File: src/rtl/slicel_pkg.sv
// Shared types and config-map helpers for the slicel_cfgchain logic slice.
package slicel_pkg;

    typedef logic [1:0] lut_out_t;

    // Field selectors for lut_field_off(); the bit offset itself depends on K.
    localparam int OFF_TT_LO  = 32'd0;
    localparam int OFF_TT_HI  = 32'd1;
    localparam int OFF_FRAC   = 32'd2;
    localparam int OFF_REGSEL = 32'd3;

    function automatic int lut_cfg_bits(input int k);
        return 32'd2 * (32'd1 << k) + 32'd2;
    endfunction

    function automatic int cfg_bits(input int k, input int n);
        return n * lut_cfg_bits(k) + 32'd1;
    endfunction

    function automatic int lut_field_off(input int k, input int field);
        case (field)
            OFF_TT_LO:  return 32'd0;
            OFF_TT_HI:  return (32'd1 << k);
            OFF_FRAC:   return 32'd2 * (32'd1 << k);
            OFF_REGSEL: return 32'd2 * (32'd1 << k) + 32'd1;
            default:    return 32'd0;
        endcase
    endfunction

endpackage

File: src/rtl/slicel_cfgchain_lut_frac.sv
// slice_lut_frac: combinational fracturable LUT, two K-input halves or one (K+1)-input LUT.
module slice_lut_frac
    import slicel_pkg::*;
#(
    parameter int K = 4
) (
    input  logic [2**K-1:0] i_tt_lo,
    input  logic [2**K-1:0] i_tt_hi,
    input  logic            i_frac,
    input  logic [2*K-1:0]  i_addr,
    output lut_out_t        o_lut
);

    logic [K-1:0] w_a_lo;
    logic [K-1:0] w_a_hi;
    logic         w_sel;

    assign w_a_lo = i_addr[K-1:0];
    assign w_a_hi = i_addr[2*K-1:K];

    // Table lookup; unfractured mode uses a[K] to pick the half, both outputs equal.
    always_comb begin
        o_lut = 2'b00;
        w_sel = 1'b0;
        if (i_frac) begin
            o_lut = {i_tt_hi[w_a_hi], i_tt_lo[w_a_lo]};
        end else begin
            w_sel = i_addr[K] ? i_tt_hi[w_a_lo] : i_tt_lo[w_a_lo];
            o_lut = {w_sel, w_sel};
        end
    end

endmodule

File: src/rtl/slicel_cfgchain.sv
// Logic slice: fracturable LUTs, carry chain, output registers, serial config chain.
// Optional SLICEL_SHADOW_CFG_EN adds config_commit and a shadow config register.
module slicel_cfgchain
    import slicel_pkg::*;
#(
    parameter int K        = 4,
    parameter int NUM_LUTS = 4
) (
    input  logic                      clk,
    input  logic                      rst_n,
    input  logic [NUM_LUTS*2*K-1:0]   luts_in,
    input  logic                      ci,
    input  logic                      reg_ce,
    input  logic                      config_en,
    input  logic                      config_in,
`ifdef SLICEL_SHADOW_CFG_EN
    input  logic                      config_commit,
`endif
    output logic                      config_out,
    output logic                      config_done,
    output logic                      co,
    output logic [2*NUM_LUTS-1:0]     out
);

    localparam int LB       = lut_cfg_bits(K);
    localparam int CFG_BITS = cfg_bits(K, NUM_LUTS);
    localparam int CW       = $clog2(CFG_BITS + 1);
    localparam int TT_W     = 2**K;

    logic [CFG_BITS-1:0] r_shift;
    logic [CFG_BITS-1:0] w_cfg;
    logic [CW-1:0]       r_cnt;
    logic                r_done;
    lut_out_t            w_o    [NUM_LUTS];
    lut_out_t            w_comb [NUM_LUTS];
    lut_out_t            r_q    [NUM_LUTS];

    // Scan chain, load counter and done flag; done sets on the CFG_BITS-th shift.
    always_ff @(posedge clk) begin
        if (!rst_n) begin
            r_shift <= '0;
            r_cnt   <= '0;
            r_done  <= 1'b0;
        end else if (config_en) begin
            r_shift <= {r_shift[CFG_BITS-2:0], config_in};
            if (r_cnt != CW'(CFG_BITS)) begin
                r_cnt <= r_cnt + {{(CW-1){1'b0}}, 1'b1};
            end
            if (r_cnt == CW'(CFG_BITS - 1)) begin
                r_done <= 1'b1;
            end
        end
    end

`ifdef SLICEL_SHADOW_CFG_EN
    logic [CFG_BITS-1:0] r_cfg;

    // Active image copied from the pre-shift shadow value on commit.
    always_ff @(posedge clk) begin
        if (!rst_n) begin
            r_cfg <= '0;
        end else if (config_commit) begin
            r_cfg <= r_shift;
        end
    end

    assign w_cfg = r_cfg;
`else
    assign w_cfg = r_shift;
`endif

    assign config_out  = r_shift[CFG_BITS-1];
    assign config_done = r_done;

    for (genvar g = 0; g < NUM_LUTS; g++) begin : g_lut
        slice_lut_frac #(.K(K)) u_lut (
            .i_tt_lo (w_cfg[g*LB + lut_field_off(K, OFF_TT_LO) +: TT_W]),
            .i_tt_hi (w_cfg[g*LB + lut_field_off(K, OFF_TT_HI) +: TT_W]),
            .i_frac  (w_cfg[g*LB + lut_field_off(K, OFF_FRAC)]),
            .i_addr  (luts_in[g*2*K +: 2*K]),
            .o_lut   (w_o[g])
        );
    end

    // Ripple carry (P = o[1], G = o[0]) and carry-mode output remap.
    always_comb begin : carry_path
        logic v_c;
        v_c    = ci;
        w_comb = '{default: 2'b00};
        for (int i = 0; i < NUM_LUTS; i++) begin
            if (w_cfg[CFG_BITS-1]) begin
                w_comb[i] = {w_o[i][1], w_o[i][1] ^ v_c};
            end else begin
                w_comb[i] = w_o[i];
            end
            v_c = w_o[i][0] | (w_o[i][1] & v_c);
        end
        co = v_c;
    end

    // Output registers, frozen while the config chain is shifting.
    always_ff @(posedge clk) begin
        if (!rst_n) begin
            for (int i = 0; i < NUM_LUTS; i++) begin
                r_q[i] <= 2'b00;
            end
        end else if (reg_ce && !config_en) begin
            for (int i = 0; i < NUM_LUTS; i++) begin
                r_q[i] <= w_comb[i];
            end
        end
    end

    // Per-LUT registered/combinational output select.
    always_comb begin
        out = '0;
        for (int i = 0; i < NUM_LUTS; i++) begin
            if (w_cfg[i*LB + lut_field_off(K, OFF_REGSEL)]) begin
                out[2*i +: 2] = r_q[i];
            end else begin
                out[2*i +: 2] = w_comb[i];
            end
        end
    end

endmodule

File: config.mk
export PLATFORM = sky130hd
export DESIGN_NAME = slicel_cfgchain
export DESIGN_NICKNAME = d
export VERILOG_FILES = /design/src/rtl/slicel_pkg.sv /design/src/rtl/slicel_cfgchain_lut_frac.sv /design/src/rtl/slicel_cfgchain.sv
export SDC_FILE = /design/constraint.sdc
export NUM_CORES = 1
export LEC_CHECK = 0
export ABC_AREA = 1
export BUFFER_PORTS_ARGS = -buffer_cell sky130_fd_sc_hd__clkbuf_2
export CAP_MARGIN = 20
export CORE_MARGIN = 2
export CORE_UTILIZATION = 55
export DETAILED_ROUTE_END_ITERATION = 12
export GPL_TIMING_DRIVEN = 1
export PLACE_DENSITY = 0.71
export SYNTH_ARGS = -nofsm -noshare
export SYNTH_HDL_FRONTEND = slang
export SYNTH_SLANG_ARGS = --single-unit
File: constraint.sdc
create_clock -name clk -period 3.33 [get_ports clk]
set_input_delay 0.1665 -clock clk [delete_from_list [all_inputs] [get_ports clk]]
set_output_delay 0.1665 -clock clk [all_outputs]
set_load 0.01 [all_outputs]
; After elaboration in Yosys (flattened, before gate mapping)
; Memory sizes are Yosys's and may differ from the RTL's.
; Cells that the tools add are included.
[word_totals]
regBits = 146
ramBits = 8
inputBits = 38
output_inout_bits = 11
word_cells = 83
memories = 1
[memory_table]
columns = memory, words, width, read_ports, rd_ports_with_merged_regs, wr, line_no
row1 = r_q, 4, 2, 4, 0, 4, slicel_cfgchain.sv:36  ; lut_out_t r_q [NUM_LUTS];
[classes]
add_sub_neg = 1
order_cmp = 8
n_eq_ne = 2
muxes = 48
n_bitwise = 16
n_reduce_logical = 4
[op_table]
columns = cell, count
row1 = 1-bit binary-select mux with 4-bit select, 12
row2 = "4-bit by 5-bit less-than comparator with 1-bit output, second input constant", 8
row3 = 1-bit two-way mux, 24
row4 = 2-bit two-way mux, 12
row5 = "8-bit by 1-bit adder with 8-bit output, second input constant", 1
row6 = "8-bit == test, second input constant", 1
row7 = "8-bit inequality test, second input constant", 1
row8 = 1-bit bitwise OR, 8
row9 = 1-bit AND, 4
row10 = 2-bit AND reduction, 2
row11 = 1-bit XOR, 4
row12 = 1-bit logical AND, 1
row13 = 1-bit logical NOT, 1

; Logic depth before layout (Yosys ltp)
[depth]
depth_word = 13
ltp_mapped = 20
ltp_nobuf = 18

; By module
; Synthesis repeated with hierarchy kept, for this count alone.
[hier_totals]
hier_cells = 1252
area_unflattened_um2 = 8231.6
[modules_own_cells]
columns = mod, n_inst, cells_per_inst, area_per_inst_um2, seq_area_each_um2
row1 = slicel_cfgchain, 1, 736, 5799.3, 3163.0
row2 = slice_lut_frac, 4, 129, 608.1, 0.0

; Worst setup path after synthesis
; Ideal clock, no wire load.
[synth_path]
path_type = input port to flip-flop
startpoint = input port luts_in[4]
endpoint = memory r_q[3][0] (netlist name), data pin
setup_time_ns = 0.261
arrival_time_ns = 2.594
t_required_ns = 3.069
setup_slack_ns = 0.475
cell_stages = 18
n_path_buf = 2
cell_sequence = buf_2 buf_2 o211ai_1 nand3_1 nand3_1 nand2_1 nand2_1 nand2_2 ha_1 nand3b_1 ha_1 nand3b_1 ha_1 nand3b_1 ha_1 or2_2 nand2_1 nor2_2
[synth_rtl]
columns = element, line_no
row1 = from (decl), slicel_cfgchain.sv:11  ; input logic [NUM_LUTS*2*K-1:0] luts_in,
row2 = to (decl), slicel_cfgchain.sv:36

; Worst setup path in the final report
[layout_path]
startpoint = register r_shift[18]
endpoint = output port out[6]
[layout_between]
elab_chain_len = 13
word_cells_on_any_way = 15
cone_classes = mux: 8 / bitwise: 7
[layout_lines]
columns = element, line_no
row1 = from (decl), slicel_cfgchain.sv:30  ; logic [CFG_BITS-1:0] r_shift;
row2 = from (signal assigned), slicel_cfgchain.sv:45  ; r_shift <= {r_shift[CFG_BITS-2:0], config_in};
row3 = 1-bit binary-select mux with 4-bit select, slicel_cfgchain_lut_frac.sv:28  ; w_sel = i_addr[K] ? i_tt_hi[w_a_lo] : i_tt_lo[w_a_lo];
row4 = 1-bit two-way mux (not written as such), slicel_cfgchain_lut_frac.sv:28
row5 = 1-bit two-way mux, slicel_cfgchain_lut_frac.sv:28
row6 = 2-bit two-way mux (*), slicel_cfgchain_lut_frac.sv:25  ; if (i_frac) begin
row7 = named net g_lut[0].u_lut.o_lut[1], slicel_cfgchain_lut_frac.sv:11  ; output lut_out_t o_lut
row8 = 1-bit AND (*), slicel_cfgchain.sv:96  ; v_c = w_o[i][0] | (w_o[i][1] & v_c);
row9 = 1-bit bitwise OR (*), slicel_cfgchain.sv:96
row10 = 1-bit AND (*), slicel_cfgchain.sv:96
row11 = 1-bit bitwise OR (*), slicel_cfgchain.sv:96
row12 = 1-bit AND (*), slicel_cfgchain.sv:96
row13 = 1-bit bitwise OR (*), slicel_cfgchain.sv:96
row14 = 1-bit XOR (*), slicel_cfgchain.sv:92  ; w_comb[i] = {w_o[i][1], w_o[i][1] ^ v_c};
row15 = 1-bit two-way mux (*), slicel_cfgchain.sv:91  ; if (w_cfg[CFG_BITS-1]) begin
row16 = 2-bit two-way mux (*), slicel_cfgchain.sv:118  ; if (w_cfg[i*LB + lut_field_off(K, OFF_REGSEL)]) begin
row17 = to (decl), slicel_cfgchain.sv:22  ; output logic [2*NUM_LUTS-1:0] out
; Mark *: on every way through the listed nets, which the timed path passes. The rest lies on a longest branch. The select of a mux whose other input is x is not followed.

==> impl_metrics.py <==
metrics = {
    "yosys": {
        "synth_top_cell_by_area": "dfxtp_1",
        "yosys_warnings": 0,
        "synth_nets": 1145,
        "synth_edf_count": 8,
        "syn_area_per_cell_um2": 7.109,
        "yosys.area_share.simple_pct": 21.82,
        "synth-xor-area-share_pct": 0.1120,
        "async_flop_share_pct": 0,
        "yosys.cell_types.count": 33,
        "synth_most_common_cell": "nand2_1",
        "synthTopCellsByArea": "dfxtp_1, o21ai_0, a21oi_1",
        "netlist_area_um2": 7820,
        "seq_area_frac_synth_pct": 40.45,
        "synth.top_cell.area_share_pct": 37.38,
        "muxShareOfSynthArea_pct": 0,
        "synth_flop_cell": "dfxtp_1",
        "synth-compound-area-share_pct": 24.24,
        "ys_ff_latch": 154,
        "synth_top_family_by_area": "compound AO/OA/AOI/OAI gates",
        "synth-adder-area-share_pct": 1.120,
        "synthCells": 1100,
        "ys_top_cells_by_count": "nand2_1, o21ai_0, a21oi_1, dfxtp_1, inv_1",
    },
    "route": {
        "dr_total_vias": 7046,
        "wl_um": 17200,
        "drtIter0Drc": 571,
        "wl_per_cell_um": 13.21,
        "drcViolationCount": 0,
        "ant_nets": 0,
        "viasPerCell": 5.412,
        "dr.pass1.iters": 5,
    },
    "min_path": {
        "worstHoldStart": "config_in",
        "hold_end": "r_shift[0]",
        "worstHoldPathCells": 3,
        "min_path_type": "in -> reg",
    },
    "floorplanning": {
        "start_util_pct": 56.34,
        "die-area_um2": 15190,
        "die-width_um": 123.2,
        "core_um2": 13880,
        "ios": 49,
        "die_height_um": 123.2,
        "rows": 43,
    },
    "setup_path": {
        "r2r-start": "r_shift[18]",
        "crit_fanout": 4,
        "rrSetupSlack_ns": 0.42,
        "crit_required_ns": 3.16,
        "cp.arrival_ns": 3.19,
        "startpoint_type": "flip-flop",
        "end_kind": "output port",
        "r2r_end": "r_q[3][0]",
        "worstRegToRegCells": 16,
        "critPathKind": "reg -> out",
    },
    "layout": {
        "fin_util_pct": 62.29,
        "final_cell_area_um2": 8646,
        "fin_cells": 1302,
        "antenna_cells": 0,
        "syn2layout_area_growth_pct": 10.56,
        "layout.nets": 1155,
        "drive_above_1_share_pct": 15.15,
    },
    "clock_tree": {
        "cts_hold_buf": 0,
        "clock-sinks": 154,
        "cts_htree_levels": 4,
        "cts_buffers": 17,
        "path_clk_slew_ns": 0.06,
        "cts_root_buf": "clkbuf_16",
        "cts_tree": "done",
        "clockBufferDepth": 2,
        "clk_latency_ns": 0.43,
    },
    "grt": {
        "grt_max_degree": 105,
        "overflow": 0,
        "grtUsageMet3_pct": 6.089,
        "grt_pass1_wl_um": 29280,
        "grt_busiest_layer": "met2",
        "grt_usage_pct": 23.87,
        "grt_antenna_before_repair": 0,
        "use_met2_pct": 38.67,
        "met1_usage_pct": 31.54,
        "grt_pass1_vias": 6417,
    },
    "run": {
        "cap_violations": 0,
    },
    "pwr": {
        "switching_power_mw": 1.246,
        "pwr-share-comb_pct": 14.2,
        "p_clk_share_pct": 41.8,
        "power_mw": 4.639,
        "seq_power_share_pct": 43.9,
        "p_per_area_nw_per_um2": 536.6,
        "peakVddDrop_v": 0.0003979,
        "p_leak_nw": 3.680,
        "p_sw_share_pct": 26.87,
        "internal_power_mw": 3.393,
    },
    "sta": {
        "fin_crit_sh_pct": 100.9,
        "setup_ws_ns": -0.02840,
        "slew_violations": 0,
        "skew_ns": 0.004947,
        "max_slew_margin_pct": 42.95,
        "rsz0062_at_grt": "true",
        "fin_crit_ns": 3.358,
        "hold_violations": 0,
        "fmax_mhz": 297.8,
        "setup_viol": 1,
        "tightest_slew_ns": 0.8558,
        "whs_ns": 0.02765,
    },
    "placement": {
        "placed_area_um2": 7948,
        "gp_congestion": 0.8433,
        "port_buffers": 48,
        "place.detailed.hpwl_um": 11060,
        "dp_cells": 1265,
    },
    "status": {
        "outcome": "finished with violations",
        "violations": "negative setup slack",
    },
}
==> final cells by class <==
type | instances | area, um^2
Clock buffer | 21 | 481.7
Clock inverter | 10 | 115.1
Fill cell | 1280 | 5235
Inverter | 147 | 551.8
Multi-Input combinational cell | 728 | 3746
Sequential cell | 154 | 3172
Tap cell | 180 | 225.2
Timing Repair Buffer | 62 | 354.1
==> per-layer routing <==
| metal | wire [um] | up-vias |
|---|---|---|
| met2 | 8025 | 100 |
| met3 | 607 | 23 |
| met5 | 0 | - |
| li1 | - | 3700 |
| met1 | 8329 | 3223 |
| met4 | 239 | 0 |
==> kinds of logic after synthesis <==
logic type | Yosys count
AO/OA/AOI/OAI | 363
AND/OR/NAND/NOR | 357
flip-flops | 154
buffers and inverters | 218
XOR/XNOR | 1
adder cells (fa/ha/maj) | 7
==> worst max path at each step <==
stage | startpoint | endpoint | slack [ns] | cells past startpoint
2_1_floorplan | luts_in[4] | r_q[3][0] | 0.47 | 18
3_3_place_gp | luts_in[0] | out[6] | 0.18 | 21
3_5_place_dp | luts_in[0] | out[6] | 0.10 | 21
4_1_cts | r_shift[19] | out[6] | 0.004 | 19
5_1_grt | r_shift[19] | out[6] | -0.21 | 19
6_report | r_shift[18] | out[6] | -0.03 | 17
==> registers in the layout, summed over array words and instances, names as in the netlist <==
register,count
r_shift,137
r_q,8
r_cnt,8
config_done,1
==> cells in the final DEF, fill, tap and decap left out, types with 2 or more instances in the layout <==
master,count
clkbuf_8,2
nand4_1,3
inv_2,21
clkbuf_2,46
o21ai_0,162
nand3b_1,7
dfxtp_1,139
clkbuf_16,18
ha_2,3
nor3_1,2
o211ai_1,22
dfxtp_2,7
nand3_2,26
nand2_2,5
nor2_1,29
nand2_1,178
a21oi_1,160
or2_2,3
nand3_1,94
nand3_4,3
inv_1,125
edfxtp_1,8
nor3b_1,2
bufinv_16,2
o21ai_2,6
ha_1,4
o21ai_1,12
clkinvlp_4,3
nor2_2,2
clkinv_2,3
buf_4,15
==> power by group through the flow <==
stage          Clock, mW  Sequential, mW  Combinational [mW]
2_1_floorplan          0            2.06               0.502
3_3_place_gp           0            2.07               0.623
3_5_place_dp           0            2.07               0.635
4_1_cts             1.99            2.04               0.656
5_1_grt             2.05            2.05               0.757
6_report            1.94            2.04               0.660
==> critical path, stage by stage (launching register included) <==
cell,delay (ns)
dfxtp_2,0.34
o211ai_1,0.20
nand3_2,0.11
nand3_2,0.08
nand3_2,0.09
nand3_4,0.10
nand2_2,0.06
ha_2,0.16
nand3b_1,0.15
ha_2,0.16
nand3b_1,0.23
ha_2,0.21
nand3b_1,0.15
ha_1,0.27
or2_4,0.23
nand3_2,0.06
nand2_1,0.05
clkbuf_2,0.12
==> stage by stage <==
step | setup WS [ns] | setup TNS [ns]
2_1_floorplan | 0.4747 | 0
3_3_place_gp | 0.1825 | 0
3_5_place_dp | 0.1009 | 0
4_1_cts | 0.003928 | 0
5_1_grt | -0.2079 | -0.2079
6_report | -0.02840 | -0.02840
==> timing repair <==
| action | CTS | global route |
|---|---|---|
| setup buffers | 6 | 0 |
| setup endpoints to repair | 1 | 2 |
| gates resized for setup | 19 | 9 |
| pin swaps | 13 | 2 |
No activity file was read; power rests on OpenSTA's default activity.
